==> config.mk <==
export PLATFORM = sky130hd
export DESIGN_NAME = csel_sub_16b_pipe
export DESIGN_NICKNAME = d
export VERILOG_FILES = /design/src/rtl/csel_sub_16b_pipe_pkg.sv /design/src/rtl/csel_sub_16b_pipe_slice.sv /design/src/rtl/csel_sub_16b_pipe.sv
export SDC_FILE = /design/constraint.sdc
export NUM_CORES = 1
export LEC_CHECK = 0
export ABC_AREA = 1
export ABC_CLOCK_PERIOD_IN_PS = 3150
export CORE_MARGIN = 2
export CORE_UTILIZATION = 40
export DETAILED_ROUTE_END_ITERATION = 6
export DONT_BUFFER_PORTS = 1
export HOLD_SLACK_MARGIN = 0.02
export PLACE_DENSITY = 0.57
export SLEW_MARGIN = 5
export SYNTH_ARGS = -nofsm -noshare
export SYNTH_HDL_FRONTEND = slang
export SYNTH_SLANG_ARGS = --single-unit
==> constraint.sdc <==
create_clock -name clk -period 3.15 [get_ports clk]
set_clock_uncertainty 0.1 [all_clocks]
set_input_delay 0.315 -clock clk [delete_from_list [all_inputs] [get_ports clk]]
set_output_delay 0.315 -clock clk [all_outputs]
set_load 0.005 [all_outputs]
==> src/rtl/csel_sub_16b_pipe_pkg.sv <==
// Shared constants and the stage-1 payload record for the pipelined
// carry-select subtractor.
package csel_sub_16b_pipe_pkg;

  localparam int unsigned WIDTH = 16;
  localparam int unsigned SLICE = 4;
  localparam int unsigned HALF  = WIDTH / 2;

  // Everything stage 2 needs to finish the upper half of the difference.
  typedef struct packed {
    logic [HALF-1:0] diff_lo;
    logic            c8;
    logic [HALF-1:0] a_hi;
    logic [HALF-1:0] b_hi;
  } s1_payload_t;

endpackage : csel_sub_16b_pipe_pkg

==> src/rtl/csel_sub_16b_pipe_slice.sv <==
// One 4-bit slice of the subtractor: sum = a + ~b + cin, with carry-out.
module sub_slice_4b
  import csel_sub_16b_pipe_pkg::*;
(
  input  logic [SLICE-1:0] a,
  input  logic [SLICE-1:0] b,
  input  logic             cin,
  output logic [SLICE-1:0] sum,
  output logic             cout
);

  logic [SLICE:0] total;

  // Widen by one bit so the carry-out falls out of the add.
  always_comb begin
    total = {1'b0, a} + {1'b0, ~b} + {{SLICE{1'b0}}, cin};
    sum   = total[SLICE-1:0];
    cout  = total[SLICE];
  end

endmodule : sub_slice_4b

==> src/rtl/csel_sub_16b_pipe.sv <==
// Two-stage pipelined 16-bit subtractor (A - B - Bin) built from 4-bit
// carry-select slices, with a valid/ready handshake on both sides.
module csel_sub_16b_pipe
  import csel_sub_16b_pipe_pkg::*;
(
  input  logic             clk,
  input  logic             rst_n,
  input  logic             in_valid,
  output logic             in_ready,
  input  logic [WIDTH-1:0] A,
  input  logic [WIDTH-1:0] B,
  input  logic             Bin,
  output logic             out_valid,
  input  logic             out_ready,
  output logic [WIDTH-1:0] Diff,
  output logic             Bout,
  output logic             Ovf
);

  logic        s1_valid;
  logic        s2_valid;
  logic        s1_adv;
  logic        s1_load;
  logic        s2_load;
  s1_payload_t s1_d;
  s1_payload_t s1_q;

  // Stage-1 slice results
  logic [SLICE-1:0] s1_sum0;
  logic [SLICE-1:0] s1_sum1_c0;
  logic [SLICE-1:0] s1_sum1_c1;
  logic             c4;
  logic             c8_c0;
  logic             c8_c1;

  // Stage-2 slice results
  logic [SLICE-1:0] s2_sum2_c0;
  logic [SLICE-1:0] s2_sum2_c1;
  logic [SLICE-1:0] s2_sum3_c0;
  logic [SLICE-1:0] s2_sum3_c1;
  logic             c12_c0;
  logic             c12_c1;
  logic             c16_c0;
  logic             c16_c1;
  logic             c12;
  logic             c16;
  logic [WIDTH-1:0] diff_full;
  logic             bout_d;
  logic             ovf_d;

  // Handshake: stage 1 may move on when stage 2 is empty or draining;
  // in_ready therefore depends only on pipeline state and out_ready.
  always_comb begin
    s1_adv   = !s2_valid || out_ready;
    in_ready = !s1_valid || s1_adv;
    s1_load  = in_valid && in_ready;
    s2_load  = s1_valid && s1_adv;
  end

  // ---------------- Stage 1: bits 7:0 ----------------
  // Bits 3:0 ripple from the inverted borrow-in.
  sub_slice_4b u_s1_slice0 (
    .a    (A[3:0]),
    .b    (B[3:0]),
    .cin  (~Bin),
    .sum  (s1_sum0),
    .cout (c4)
  );

  // Bits 7:4 computed for both carry assumptions.
  sub_slice_4b u_s1_slice1_c0 (
    .a    (A[7:4]),
    .b    (B[7:4]),
    .cin  (1'b0),
    .sum  (s1_sum1_c0),
    .cout (c8_c0)
  );

  sub_slice_4b u_s1_slice1_c1 (
    .a    (A[7:4]),
    .b    (B[7:4]),
    .cin  (1'b1),
    .sum  (s1_sum1_c1),
    .cout (c8_c1)
  );

  // Select the upper slice of the low half by c4 and assemble the payload.
  always_comb begin
    s1_d         = '0;
    s1_d.diff_lo = {(c4 ? s1_sum1_c1 : s1_sum1_c0), s1_sum0};
    s1_d.c8      = c4 ? c8_c1 : c8_c0;
    s1_d.a_hi    = A[WIDTH-1:HALF];
    s1_d.b_hi    = B[WIDTH-1:HALF];
  end

  // Stage-1 valid flag; it loads whenever the slot is free or moving on.
  always_ff @(posedge clk) begin
    if (!rst_n) begin
      s1_valid <= 1'b0;
    end else if (in_ready) begin
      s1_valid <= in_valid;
    end
  end

  // Stage-1 payload changes only on an accepted beat.
  always_ff @(posedge clk) begin
    if (!rst_n) begin
      s1_q <= '0;
    end else if (s1_load) begin
      s1_q <= s1_d;
    end
  end

  // ---------------- Stage 2: bits 15:8 ----------------
  sub_slice_4b u_s2_slice2_c0 (
    .a    (s1_q.a_hi[3:0]),
    .b    (s1_q.b_hi[3:0]),
    .cin  (1'b0),
    .sum  (s2_sum2_c0),
    .cout (c12_c0)
  );

  sub_slice_4b u_s2_slice2_c1 (
    .a    (s1_q.a_hi[3:0]),
    .b    (s1_q.b_hi[3:0]),
    .cin  (1'b1),
    .sum  (s2_sum2_c1),
    .cout (c12_c1)
  );

  sub_slice_4b u_s2_slice3_c0 (
    .a    (s1_q.a_hi[7:4]),
    .b    (s1_q.b_hi[7:4]),
    .cin  (1'b0),
    .sum  (s2_sum3_c0),
    .cout (c16_c0)
  );

  sub_slice_4b u_s2_slice3_c1 (
    .a    (s1_q.a_hi[7:4]),
    .b    (s1_q.b_hi[7:4]),
    .cin  (1'b1),
    .sum  (s2_sum3_c1),
    .cout (c16_c1)
  );

  // Carry-select chain keyed on the registered c8, then borrow and overflow.
  always_comb begin
    c12       = s1_q.c8 ? c12_c1 : c12_c0;
    c16       = c12 ? c16_c1 : c16_c0;
    diff_full = {(c12 ? s2_sum3_c1 : s2_sum3_c0),
                 (s1_q.c8 ? s2_sum2_c1 : s2_sum2_c0),
                 s1_q.diff_lo};
    bout_d    = ~c16;
    ovf_d     = (s1_q.a_hi[HALF-1] ^ s1_q.b_hi[HALF-1]) &
                (diff_full[WIDTH-1] ^ s1_q.a_hi[HALF-1]);
  end

  // Stage-2 valid flag follows stage 1 whenever stage 1 advances.
  always_ff @(posedge clk) begin
    if (!rst_n) begin
      s2_valid <= 1'b0;
    end else if (s1_adv) begin
      s2_valid <= s1_valid;
    end
  end

  // Output registers load only from a real beat, so bubbles never reach them.
  always_ff @(posedge clk) begin
    if (!rst_n) begin
      Diff <= '0;
      Bout <= 1'b0;
      Ovf  <= 1'b0;
    end else if (s2_load) begin
      Diff <= diff_full;
      Bout <= bout_d;
      Ovf  <= ovf_d;
    end
  end

  assign out_valid = s2_valid;

endmodule : csel_sub_16b_pipe

### Word level (Yosys, flattened, before mapping)

Index checks and enable logic that the tools add are counted.

| word-level totals | value |
|---|---|
| register bits after elaboration | 45 |
| latch bits | 0 |
| memory bits (writable) | 0 |
| bits in read-only memories | 0 |
| bits of input ports | 37 |
| output and inout port bits | 20 |
| logic and storage cells | 38 |
| memories kept | 0 |

| operators by class | value |
|---|---|
| $add $sub $neg | 8 |
| multiply operators | 0 |
| divide/modulo/power cells | 0 |
| order comparisons | 0 |
| equal/unequal tests | 0 |
| shift-type cells | 0 |
| mux-type cells | 6 |
| bitwise gates (word level) | 9 |
| reduce and logical (&&, ||, !) cells | 6 |

Operator list:

| operator | count |
|---|---|
| adder 4 x 4 -> 5 bit | 4 |
| NOT 4 bit | 4 |
| adder 5 x 1 -> 5 bit, second input constant | 3 |
| two-way mux 4 bit | 3 |
| adder 5 x 1 -> 5 bit | 1 |
| two-way mux 1 bit | 3 |
| logical AND 1 bit | 2 |
| logical NOT 1 bit | 2 |
| logical OR 1 bit | 2 |
| NOT 1 bit | 2 |
| bitwise XOR 1 bit | 2 |
| bitwise AND 1 bit | 1 |

### Logic depth before layout (Yosys ltp)

Gate-level depths: netlist of run 1.

| depth | value |
|---|---|
| depth in word-level cells | 7 |
| gate-level depth with buffers | 16 |
| gate-level depth less buffers | 16 |

### Cells and area by module

From an unflattened synthesis of run 1, not the netlist that was laid out.

| unflattened totals | value |
|---|---|
| cell total of the unflattened synthesis | 429 |
| area total of the unflattened synthesis | 2997.9 sq um |

By module, submodules not included:

| module | times used | cells an instance | area an instance (sq um) | seq. area each (sq um) |
|---|---|---|---|---|
| csel_sub_16b_pipe | 1 | 250 | 1811.7 | 900.9 |
| sub_slice_4b at u_s1_slice0 ... | 5 | 27 | 175.2 | 0.0 |
| sub_slice_4b at u_s1_slice1_c0 ... | 2 | 22 | 155.1 | 0.0 |

### Least setup slack after synthesis of run 1

Ideal clock, no wire load.

| timing path | value |
|---|---|
| kind | register to register |
| start | register s1_q[0] in the netlist's numbering |
| end | register Diff[14] |
| setup time | 0.113 ns |
| data arrival time | 2.015 ns |
| required time | 2.937 ns |
| setup slack | 0.922 ns |
| stages on the path, launching flop included | 13 |
| path buffers | 0 |
| period minus slack after synthesis | 2.228 ns |
| cell sequence | dfxtp_1 > inv_1 > ha_1 > fa_1 > ha_1 > nand2_1 > nor2_4 > nand4_2 > nand2_4 > nand2_2 > xor2_1 > o21ai_1 > inv_1 |

| between the ends | value |
|---|---|
| longest elaborated chain between the ends | 5 |

Ends and longest elaborated chain:

| what | RTL line | source |
|---|---|---|
| from (decl) | csel_sub_16b_pipe.sv:26 | `s1_payload_t s1_q;` |
| from (signal assigned) | csel_sub_16b_pipe.sv:108 | `s1_q <= '0;` |
| from (signal assigned) | csel_sub_16b_pipe.sv:110 | `s1_q <= s1_d;` |
| NOT 4 bit (*) | csel_sub_16b_pipe_slice.sv:16 | `total = {1'b0, a} + {1'b0, ~b} + {{SLICE{1'b0}}, cin};` |
| adder 4 x 4 -> 5 bit (*) | csel_sub_16b_pipe_slice.sv:16 |  |
| adder 5 x 1 -> 5 bit | csel_sub_16b_pipe_slice.sv:16 |  |
| two-way mux 1 bit (*) | csel_sub_16b_pipe.sv:149 | `c12 = s1_q.c8 ? c12_c1 : c12_c0;` |
| two-way mux 4 bit (*) | csel_sub_16b_pipe.sv:151 | `diff_full = {(c12 ? s2_sum3_c1 : s2_sum3_c0),` |
| to (signal assigned) | csel_sub_16b_pipe.sv:175 | `Diff <= diff_full;` |
| to (decl) | csel_sub_16b_pipe.sv:15 | `output logic [WIDTH-1:0] Diff,` |

Every way passes the cells marked *; elsewhere a longest branch is shown, timed or not.
A chain may end at the register's enable or synchronous reset.

### Final worst setup path of run 1

Same ends and word-level chain as after synthesis.

==> flow_summary.ini, run 1 <==
[run_status]
status = complete, no violations

[setup_path]
required_ns = 3.24
cp.arrival_ns = 2.44
cp_cell_sequence = inv_1 > ha_1 > fa_1 > ha_1 > nand2_1 > nor2_4 > nand4_2 > nand2_4 > nand2_2 > xor2_1 > o21ai_1 > inv_1
slowest_delay_ns = 0.53
cpMaxStageDelayCell = fa_1
endpoint_kind = register
startpoint_type = register
r2r_start = s1_q[0]
rrSetupSlack_ns = 0.80
r2r-end = Diff[14]
crit_fanout = 7
crit_type = register to register
r2r_cells = 12

[timing]
final.period_utilization_pct = 74.5
period_minus_slack_ns = 2.35
relSlewSlack_pct = 54.1
tightestPinTransition_ns = 0.688
hold_viol = 0
rsz0062_at_grt = no
setup_violations = 0
max_freq_mhz = 426
slew_viol_final = 0
fin_tns_setup_ns = 0

[die]
num_rows = 28
ios = 57
core_area_um2 = 5920
die_w_um = 82.3
initial_core_util_pct = 41.4
die_h_um = 82.3
die_area_um2 = 6770

[cells_and_area]
nets = 385
layout-drive-gt1-share_pct = 5.23
n_antenna_cell = 0
instances_no_fill = 400
synthToLayoutAreaGrowth_pct = 5.77

[placed_design]
numPortBuffers = 0
place_congestion = 0.766
post-place-cells = 393
post-dp-hpwl_um = 3600

[clock_tree]
clk_pin_slew_ns = 0.08
htree_levels = 2
tritoncts = built
clock-sinks = 45
cts_setup_buffers = 0
clockBufferDepth = 2
hold_buffers = 0
root_buffer = clkbuf_8
ctsResizeCount = 0
cts_buffers = 5
insertion_delay_ns = 0.29

[route]
vias = 1954
routedWlPerCell_um = 12.0
first_iter_violations = 43
first_pass_iters = 4
wl_um = 4810
drc = 0
drtAntennaViolNets = 0
avgViaCountPerCell = 4.89

[synthesis]
avgSynthCellArea_um2 = 7.45
syn_inst = 329
synth.largest_area_cell = dfxtp_1
yosysTopAreaCellShare_pct = 36.8
netlist_area_um2 = 2450
synth_area_leaders = dfxtp_1 (37%), ha_1 (9.2%), nor2_1 (7.7%), inv_1 (7.5%), o21ai_0 (6.9%)
ys_seq_elements = 45
yosysUniqueCellTypes = 29
synth_nets = 389
yosysSeqAreaShare_pct = 36.8
yosysWarnings = 0

[pwr]
p_clk_share_pct = 27.4
p_int_mw = 0.910
p_sw_share_pct = 30.6
ir_drop_v = 0.000201
seqPwrFrac_pct = 49.0
p_per_area_nw_per_um2 = 506
power_frac_comb_pct = 23.5
leakage_nw = 1.24
netSwitchingPower_mw = 0.402

[global_route]
grt_pass1_vias = 1773
grt_pass1_wl_um = 7880
grt-ovfl-total = 0
grt_usage_pct = 15.2
grt_max_degree = 37
antenna_found_initial = 0

[worst_hold_path]
hold_start = rst_n
hold_depth = 2
hold_end = s1_q[7]
hold_path.class = input port to register

[flow_run]
drv_cap = 0
-- Yosys cell counts --
cell,instances
a211oi_1,1
a21oi_1,23
a21oi_2,1
a31oi_1,1
buf_1,1
buf_2,1
clkbuf_1,10
clkinv_1,1
dfxtp_1,45
fa_1,5
ha_1,18
inv_1,49
inv_2,1
nand2_1,40
nand2_2,4
nand2_4,1
nand3_1,15
nand4_1,1
nand4_2,1
nor2_1,50
nor2_4,1
nor3_2,1
o211ai_1,6
o21ai_0,34
o21ai_1,3
o221ai_1,1
o31ai_1,1
xnor2_1,4
xor2_1,9
-- metal layers --
metal  up-vias  routed length (µm)  track usage [%]
met2        41                2150             25.2
met4         0                  41             5.00
met3         2                 230             4.02
li1       1040                   -                -
met1       871                2390             19.2
met5         -                   0                0
-- critical path, delay by kind of cell (launching register included) --
family	cells	cell delay, ns
XOR/XNOR	1	0.14
AO/OA/AOI/OAI	1	0.12
adder cells (fa/ha/maj)	3	0.89
flip-flops	1	0.31
buffers and inverters	2	0.10
AND/OR/NAND/NOR	5	0.60
-- kinds of logic (layout without fill, tap and decap cells) --
group           count (synthesis)  count (layout)  share of synthesized area (%)
compound gates                 71              71                           15.7
xor+xnor                       13              13                           4.65
buf+inv                        63              59                           9.70
fa+ha+maj                      23              23                           13.3
flops                          45              45                           36.8
simple gates                  114             114                           20.0
-- layout by cell type, fill, tap and decap left out --
| cell | instances |
|---|---|
| clkbuf_1 | 1 |
| nor2_4 | 1 |
| clkinv_1 | 1 |
| nand2_1 | 40 |
| fa_1 | 5 |
| nand4_1 | 1 |
| inv_1 | 49 |
| clkbuf_8 | 6 |
| nand3_1 | 15 |
| nand2_2 | 4 |
| o21ai_0 | 34 |
| buf_4 | 1 |
| a211oi_1 | 1 |
| o31ai_1 | 1 |
| o211ai_1 | 6 |
| nand2_4 | 1 |
| inv_2 | 1 |
| nor2_1 | 50 |
| ha_1 | 18 |
| xnor2_1 | 4 |
| nor3_2 | 1 |
| o221ai_1 | 1 |
| a31oi_1 | 1 |
| a21oi_2 | 1 |
| nand4_2 | 1 |
| dfxtp_1 | 45 |
| a21oi_1 | 23 |
| xor2_1 | 9 |
| o21ai_1 | 3 |
-- flip-flops by register name, summed over array words and instances, names as in the netlist --
name / count
s1_q: 17
Diff: 16
diff_full: 8
Bout: 1
Ovf: 1
out_valid: 1
s1_valid: 1
-- per-stage QoR --
stage	setup WS, ns	utilization (%)	instance area (µm²)	hold WS (ns)	power, mW
after floorplan	0.922	-	2450	0.335	0.913
after global placement	0.850	42.3	2510	0.345	0.964
after detailed placement	0.803	42.3	2510	0.353	0.968
after CTS	0.795	43.8	2590	0.0497	1.33
after global routing	0.667	43.8	2590	0.0405	1.40
final	0.803	43.8	2590	0.0572	1.31
-- power by group through the flow --
stage	Combinational (mW)	Clock, mW	Sequential [mW]
2_1_floorplan	0.264	0	0.649
3_3_place_gp	0.307	0	0.657
3_5_place_dp	0.311	0	0.658
4_1_cts	0.313	0.374	0.644
5_1_grt	0.361	0.394	0.650
6_report	0.309	0.360	0.643
-- worst max path at each step --
stage | from | endpoint | slack [ns]
floorplan | s1_q[0] | Diff[14] | 0.92
global placement | s1_q[0] | Diff[14] | 0.85
detailed placement | s1_q[0] | Diff[14] | 0.80
CTS | s1_q[0] | Diff[14] | 0.80
global route | s1_q[0] | Ovf | 0.67
finish | s1_q[0] | Diff[14] | 0.80
-- final cells by class --
| cell class | instances | area [µm²] |
|---|---|---|
| Clock buffer | 7 | 86.3 |
| Fill cell | 634 | 3330 |
| Inverter | 51 | 191 |
| Multi-Input combinational cell | 221 | 1310 |
| Sequential cell | 45 | 901 |
| Tap cell | 75 | 93.8 |
| Timing Repair Buffer | 1 | 7.51 |
Note: power is estimated with default switching activity, not from simulation.
==> inputs of run 2 (changes only) <==
--- a/config.mk
+++ b/config.mk
@@ -6,13 +6,13 @@
 export NUM_CORES = 1
 export LEC_CHECK = 0
 export ABC_AREA = 1
-export ABC_CLOCK_PERIOD_IN_PS = 3150
+export ABC_CLOCK_PERIOD_IN_PS = 2100
 export CORE_MARGIN = 2
 export CORE_UTILIZATION = 40
 export DETAILED_ROUTE_END_ITERATION = 6
 export DONT_BUFFER_PORTS = 1
 export HOLD_SLACK_MARGIN = 0.02
-export PLACE_DENSITY = 0.57
+export PLACE_DENSITY = 0.59
 export SLEW_MARGIN = 5
 export SYNTH_ARGS = -nofsm -noshare
 export SYNTH_HDL_FRONTEND = slang
==> constraint.sdc (replaced) <==
create_clock -name clk -period 2.1 [get_ports clk]
set_clock_uncertainty 0.1 [all_clocks]
set_input_delay 0.21 -clock clk [delete_from_list [all_inputs] [get_ports clk]]
set_output_delay 0.21 -clock clk [all_outputs]
set_load 0.005 [all_outputs]
==> flow_summary.ini, run 2 (same netlist as run 1, synthesis figures left out) <==
[timing]
setup_slack_ns = -0.222
period_minus_slack_ns = 2.32
slew_viol_final = 0
relSlewSlack_pct = 24.9
setup_violations = 6
final.period_utilization_pct = 111
max_freq_mhz = 431
whs_ns = 0.0550
fin_tns_setup_ns = -1.13
rsz0062_at_grt = yes
tightestPinTransition_ns = 1.12
hold_viol = 0

[setup_path]
required_ns = 2.24
endpoint_kind = register
crit_fanout = 7
startpoint_type = register
crit_type = register to register
cp.arrival_ns = 2.46

[die]
core_area_um2 = 5920
ios = 57
num_rows = 28
die_area_um2 = 6770
initial_core_util_pct = 41.4
die_h_um = 82.3
die_w_um = 82.3

[placed_design]
postPlaceCellArea_um2 = 2580
dp_slack_ns = -0.196
post-place-cells = 400
post-dp-hpwl_um = 3770
place_congestion = 0.805
numPortBuffers = 0

[run_status]
status = finished, violations left
violations = negative setup slack

[route]
wl_um = 5140
routedWlPerCell_um = 12.0
vias = 2053
drc = 0
avgViaCountPerCell = 4.80
drtAntennaViolNets = 0
first_iter_violations = 63
first_pass_iters = 4

[global_route]
antenna_found_initial = 0
grt_pass1_wl_um = 8470
grt_pass1_vias = 1908
grt_usage_pct = 16.3
grt-ovfl-total = 0
grt_max_degree = 36

[clock_tree]
tritoncts = built
cts_buffers = 5
insertion_delay_ns = 0.30
clock-sinks = 45
htree_levels = 2
clockBufferDepth = 2
clk_pin_slew_ns = 0.08
root_buffer = clkbuf_8

[cells_and_area]
synthToLayoutAreaGrowth_pct = 18.3
mostFrequentLayoutCell = nor2_1
fillerInstances = 610
final_cell_mix = nor2_1 (50), inv_1 (48), dfxtp_1 (44)
final_area_um2 = 2900
final_util_pct = 49.0
instances_no_fill = 428
layout-drive-gt1-share_pct = 11.3
n_antenna_cell = 0
largest_register = s1_q
largest_register_ffs = 17
nets = 412

[pwr]
seqPwrFrac_pct = 45.8
power_mw = 2.11
leakage_nw = 1.37
netSwitchingPower_mw = 0.654
p_int_mw = 1.46
p_sw_share_pct = 31.0
p_clk_share_pct = 27.8
ir_drop_v = 0.000292
p_per_area_nw_per_um2 = 728
power_frac_comb_pct = 26.4

[worst_hold_path]
hold_path.class = input port to register

[flow_run]
drv_cap = 0
## run 2: cell types whose count changed in the layout (fill, tap and decap cells not counted), sizes merged
cell	previous run	this run
buf	1	12
clkinv	1	2
dlygate4sd3	0	16
## run 2: repair_timing
item,CTS,global route
pin swaps,1,12
cloned,0,0
gates resized for setup,2,7
endpoints found under the setup margin,6,7
buffers inserted,2,2
endpoints found under the hold margin,36,0
hold buffers,16,0
## run 2: per-layer routing
layer	share of wire (%)	vias up	GRT usage [%]
li1	-	1100	-
met1	46	907	20.2
met2	47	40	27.5
met3	5.2	6	3.70
met4	1.5	0	6.00
met5	0	-	0
## run 2: power by group through the flow
| stage | Combinational, mW | Clock, mW | Sequential (mW) |
|---|---|---|---|
| finish | 0.558 | 0.586 | 0.966 |
| global route | 0.646 | 0.637 | 0.976 |
| CTS | 0.539 | 0.610 | 0.967 |
| detailed placement | 0.494 | 0 | 0.987 |
| global placement | 0.486 | 0 | 0.985 |
| floorplan | 0.405 | 0 | 0.974 |
## run 2: final timing paths
| kind | start | endpoint | slack (ns) | cells past startpoint |
|---|---|---|---|---|
| setup / recovery | s1_q[0] | Diff[13] | -0.22 | 12 |
| hold / removal | Bin | diff_full[0] | 0.06 | 2 |
| setup reg to reg | s1_q[0] | Diff[13] | -0.22 | 12 |
| hold reg to reg | s1_q[3] | s1_q[3] | 0.37 | 2 |
## run 2: cell type report
| type | count | area, µm² | share of cell area (%) |
|---|---|---|---|
| Multi-Input combinational cell | 221 | 1360 | 46.9 |
| Sequential cell | 45 | 902 | 31.1 |
| Timing Repair Buffer | 28 | 250 | 8.63 |
| Inverter | 51 | 191 | 6.60 |
| Clock buffer | 7 | 96.3 | 3.32 |
| Tap cell | 75 | 93.8 | 3.24 |
| Clock inverter | 1 | 5.00 | 0.173 |
## run 2: worst max-delay path: stages (launching register included)
cell	delay, ns
dfxtp_2	0.33
inv_2	0.05
ha_4	0.16
fa_1	0.57
ha_2	0.18
nand2_2	0.07
nor2_4	0.15
nand3_2	0.08
nand2_2	0.09
nand2_4	0.09
o211ai_1	0.19
o211ai_1	0.10
inv_1	0.10
==> inputs of run 3 (changes only) <==
--- a/config.mk
+++ b/config.mk
@@ -6,7 +6,6 @@
 export NUM_CORES = 1
 export LEC_CHECK = 0
 export ABC_AREA = 1
-export ABC_CLOCK_PERIOD_IN_PS = 2100
 export CORE_MARGIN = 2
 export CORE_UTILIZATION = 40
 export DETAILED_ROUTE_END_ITERATION = 6
==> results of run 3 <==
No change in the layout: final DEF, timing and power equal those of run 2.
==> edit (config.mk and constraints of run 1) <==
Register the output `Ovf` once more, without a reset; this adds one clock of latency there. The other outputs are not delayed to match.
--- a/src/rtl/csel_sub_16b_pipe.sv
+++ b/src/rtl/csel_sub_16b_pipe.sv
@@ -17,4 +17,6 @@
   output logic             Ovf
 );
+
+  logic Ovf_s0;
 
   logic        s1_valid;
@@ -171,9 +173,9 @@
       Diff <= '0;
       Bout <= 1'b0;
-      Ovf  <= 1'b0;
+      Ovf_s0 <= 1'b0;
     end else if (s2_load) begin
       Diff <= diff_full;
       Bout <= bout_d;
-      Ovf  <= ovf_d;
+      Ovf_s0 <= ovf_d;
     end
   end
@@ -181,4 +183,8 @@
   assign out_valid = s2_valid;
 
+  always_ff @(posedge clk) begin
+    Ovf <= Ovf_s0;
+  end
+
 endmodule : csel_sub_16b_pipe
 
Function: changed (a bounded check fails within 4 cycles, from zero or initial values and one cycle with rst_n low).
==> edit against run 1 <==
Critical path depth did not move. Total power up 2.1%. Routed wire length is 1.8% higher. Cell area is 0.97% higher. Worst setup slack lost 0.011 ns. Sequential cell count up 1. Global-route usage rose by 0.29 points. Synthesized area rose by 0.82%. Critical endpoint unchanged.
==> edit: results (changes against run 1) <==
Clock network
  • CTS Buffer Depth: 2 (unchanged)
  • CTS clk-pin slew, worst paths: 0.09 ns
  • Clock latency on the worst-skew pair: 0.30 ns
  • CTS root buf: clkbuf_8

Drt
  • Via Count: 2,013 (+3.0%)
  • DRT iter0 DRCs: 70 (+63%)
  • Wl on met1: 2370 microns (-0.67%)
  • Top Layer Used: met4
  • Routed met3 length: 272 microns (+18%)
  • Post-DR vias/cell: 5.01 (+2.5%)
  • Total wire length: 4900 microns (+1.8%)
  • Met2 WL post-DR: 2180 microns (+1.3%)

Setup path
  • Critical path arrival: 2.46 ns (+0.02 ns)
  • Worst reg-to-reg path cell count: 12 (unchanged)
  • Critical path's largest stage delay: 0.53 ns (about the same)
  • Kind of end point of the critical path: flop
  • Startpoint types: flop
  • Reg2reg start: s1_q[0]$_SDFFE_PN0P_
  • Slowest CP cell: fa_1
  • Max FO, Critical Path: 7 (unchanged)

Placed design
  • Hpwl dp: 3670 microns (+1.9%)
  • RD Place Congestion: 0.780 (+1.9%)
  • Pre-CTS WS: 0.788 ns (-0.0152 ns)
  • Placed cell area: 2530 sq um (+0.80%)

Final layout
  • Fraction of layout cells with a size suffix above 1: 5.50% (+0.27 points)
  • Final Net Count: 386 (+0.26%)
  • Area growth syn-to-layout: 5.92%
  • Fill cell count: 646 (+1.9%)

Timing
  • Hold_ws: 0.0458 ns (-0.0114 ns)
  • Worst slew margin: 52.9% (-1.2 points)
  • Fmax: 424 MHz (-0.48%)

Global route
  • Initial antenna violation count: 0 (unchanged)
  • Vias in the first global route: 1,833 (+3.4%)
  • Met2 Usage GRT: 24.1% (-1.0 points)
  • Maximum number of pins on one net before global-route repair: 37 (unchanged)
  • Total Routing Usage GR: 15.5% (+0.29 points)
  • GR Layer Usage met1: 20.2% (+0.91 points)
  • First-pass GRT wire length: 8020 microns (+1.8%)
  • Grt met3 use: 4.78% (+0.76 points)

Worst hold path
  • Worst Hold End: s1_q[8]$_SDFFE_PN0P_

Pwr
  • P_leak: 1.25 nW (+0.97%)
  • Peak supply drop: 0.000177 V (-12%)

Synthesis
  • Synth top area cells: dfxtp_1 37%, ha_1 9.1%, nor2_1 7.6%, inv_1 7.4%, o21ai_0 6.9%
  • Synth unique cells: 29 (unchanged)
  • Top post-synthesis cells by count: 50 x nor2_1, 49 x inv_1, 46 x dfxtp_1
  • Avg Inst Size Synth: 7.49 sq um (+0.51%)
  • Sequential fraction of the synthesis area: 37.3% (+0.51 points)

Status
  • Outcome: completed
-- edit: changes by cell type in the layout (fill, tap and decap cells not counted) --
cell	change
dfxtp_1	+1
clkinv_2	+1
-- edit: cell type report --
type,instances,area share [%]
sequential,46,35.2
timing repair buffer,1,0.287
tap,75,3.59
clock buffer,7,3.30
clock inverter,1,0.191
inverter,51,7.31
multi-input combinational,221,50.1
-- edit: cell families after synthesis --
group	synth area share [%]
AOI/OAI and AO/OA	15.5
xor gates and xnor gates	4.61
adders and majority gates	13.2
buffers and inverters	9.62
DFF	37.3
and+or+nand+nor	19.8
-- edit: where the power goes --
part / switching [mW] / leakage, nW / internal, mW
sequential: 0.0278 / 0.381 / 0.628
combinational: 0.189 / 0.825 / 0.121
clock: 0.196 / 0.0482 / 0.177
total: 0.412 / 1.25 / 0.927
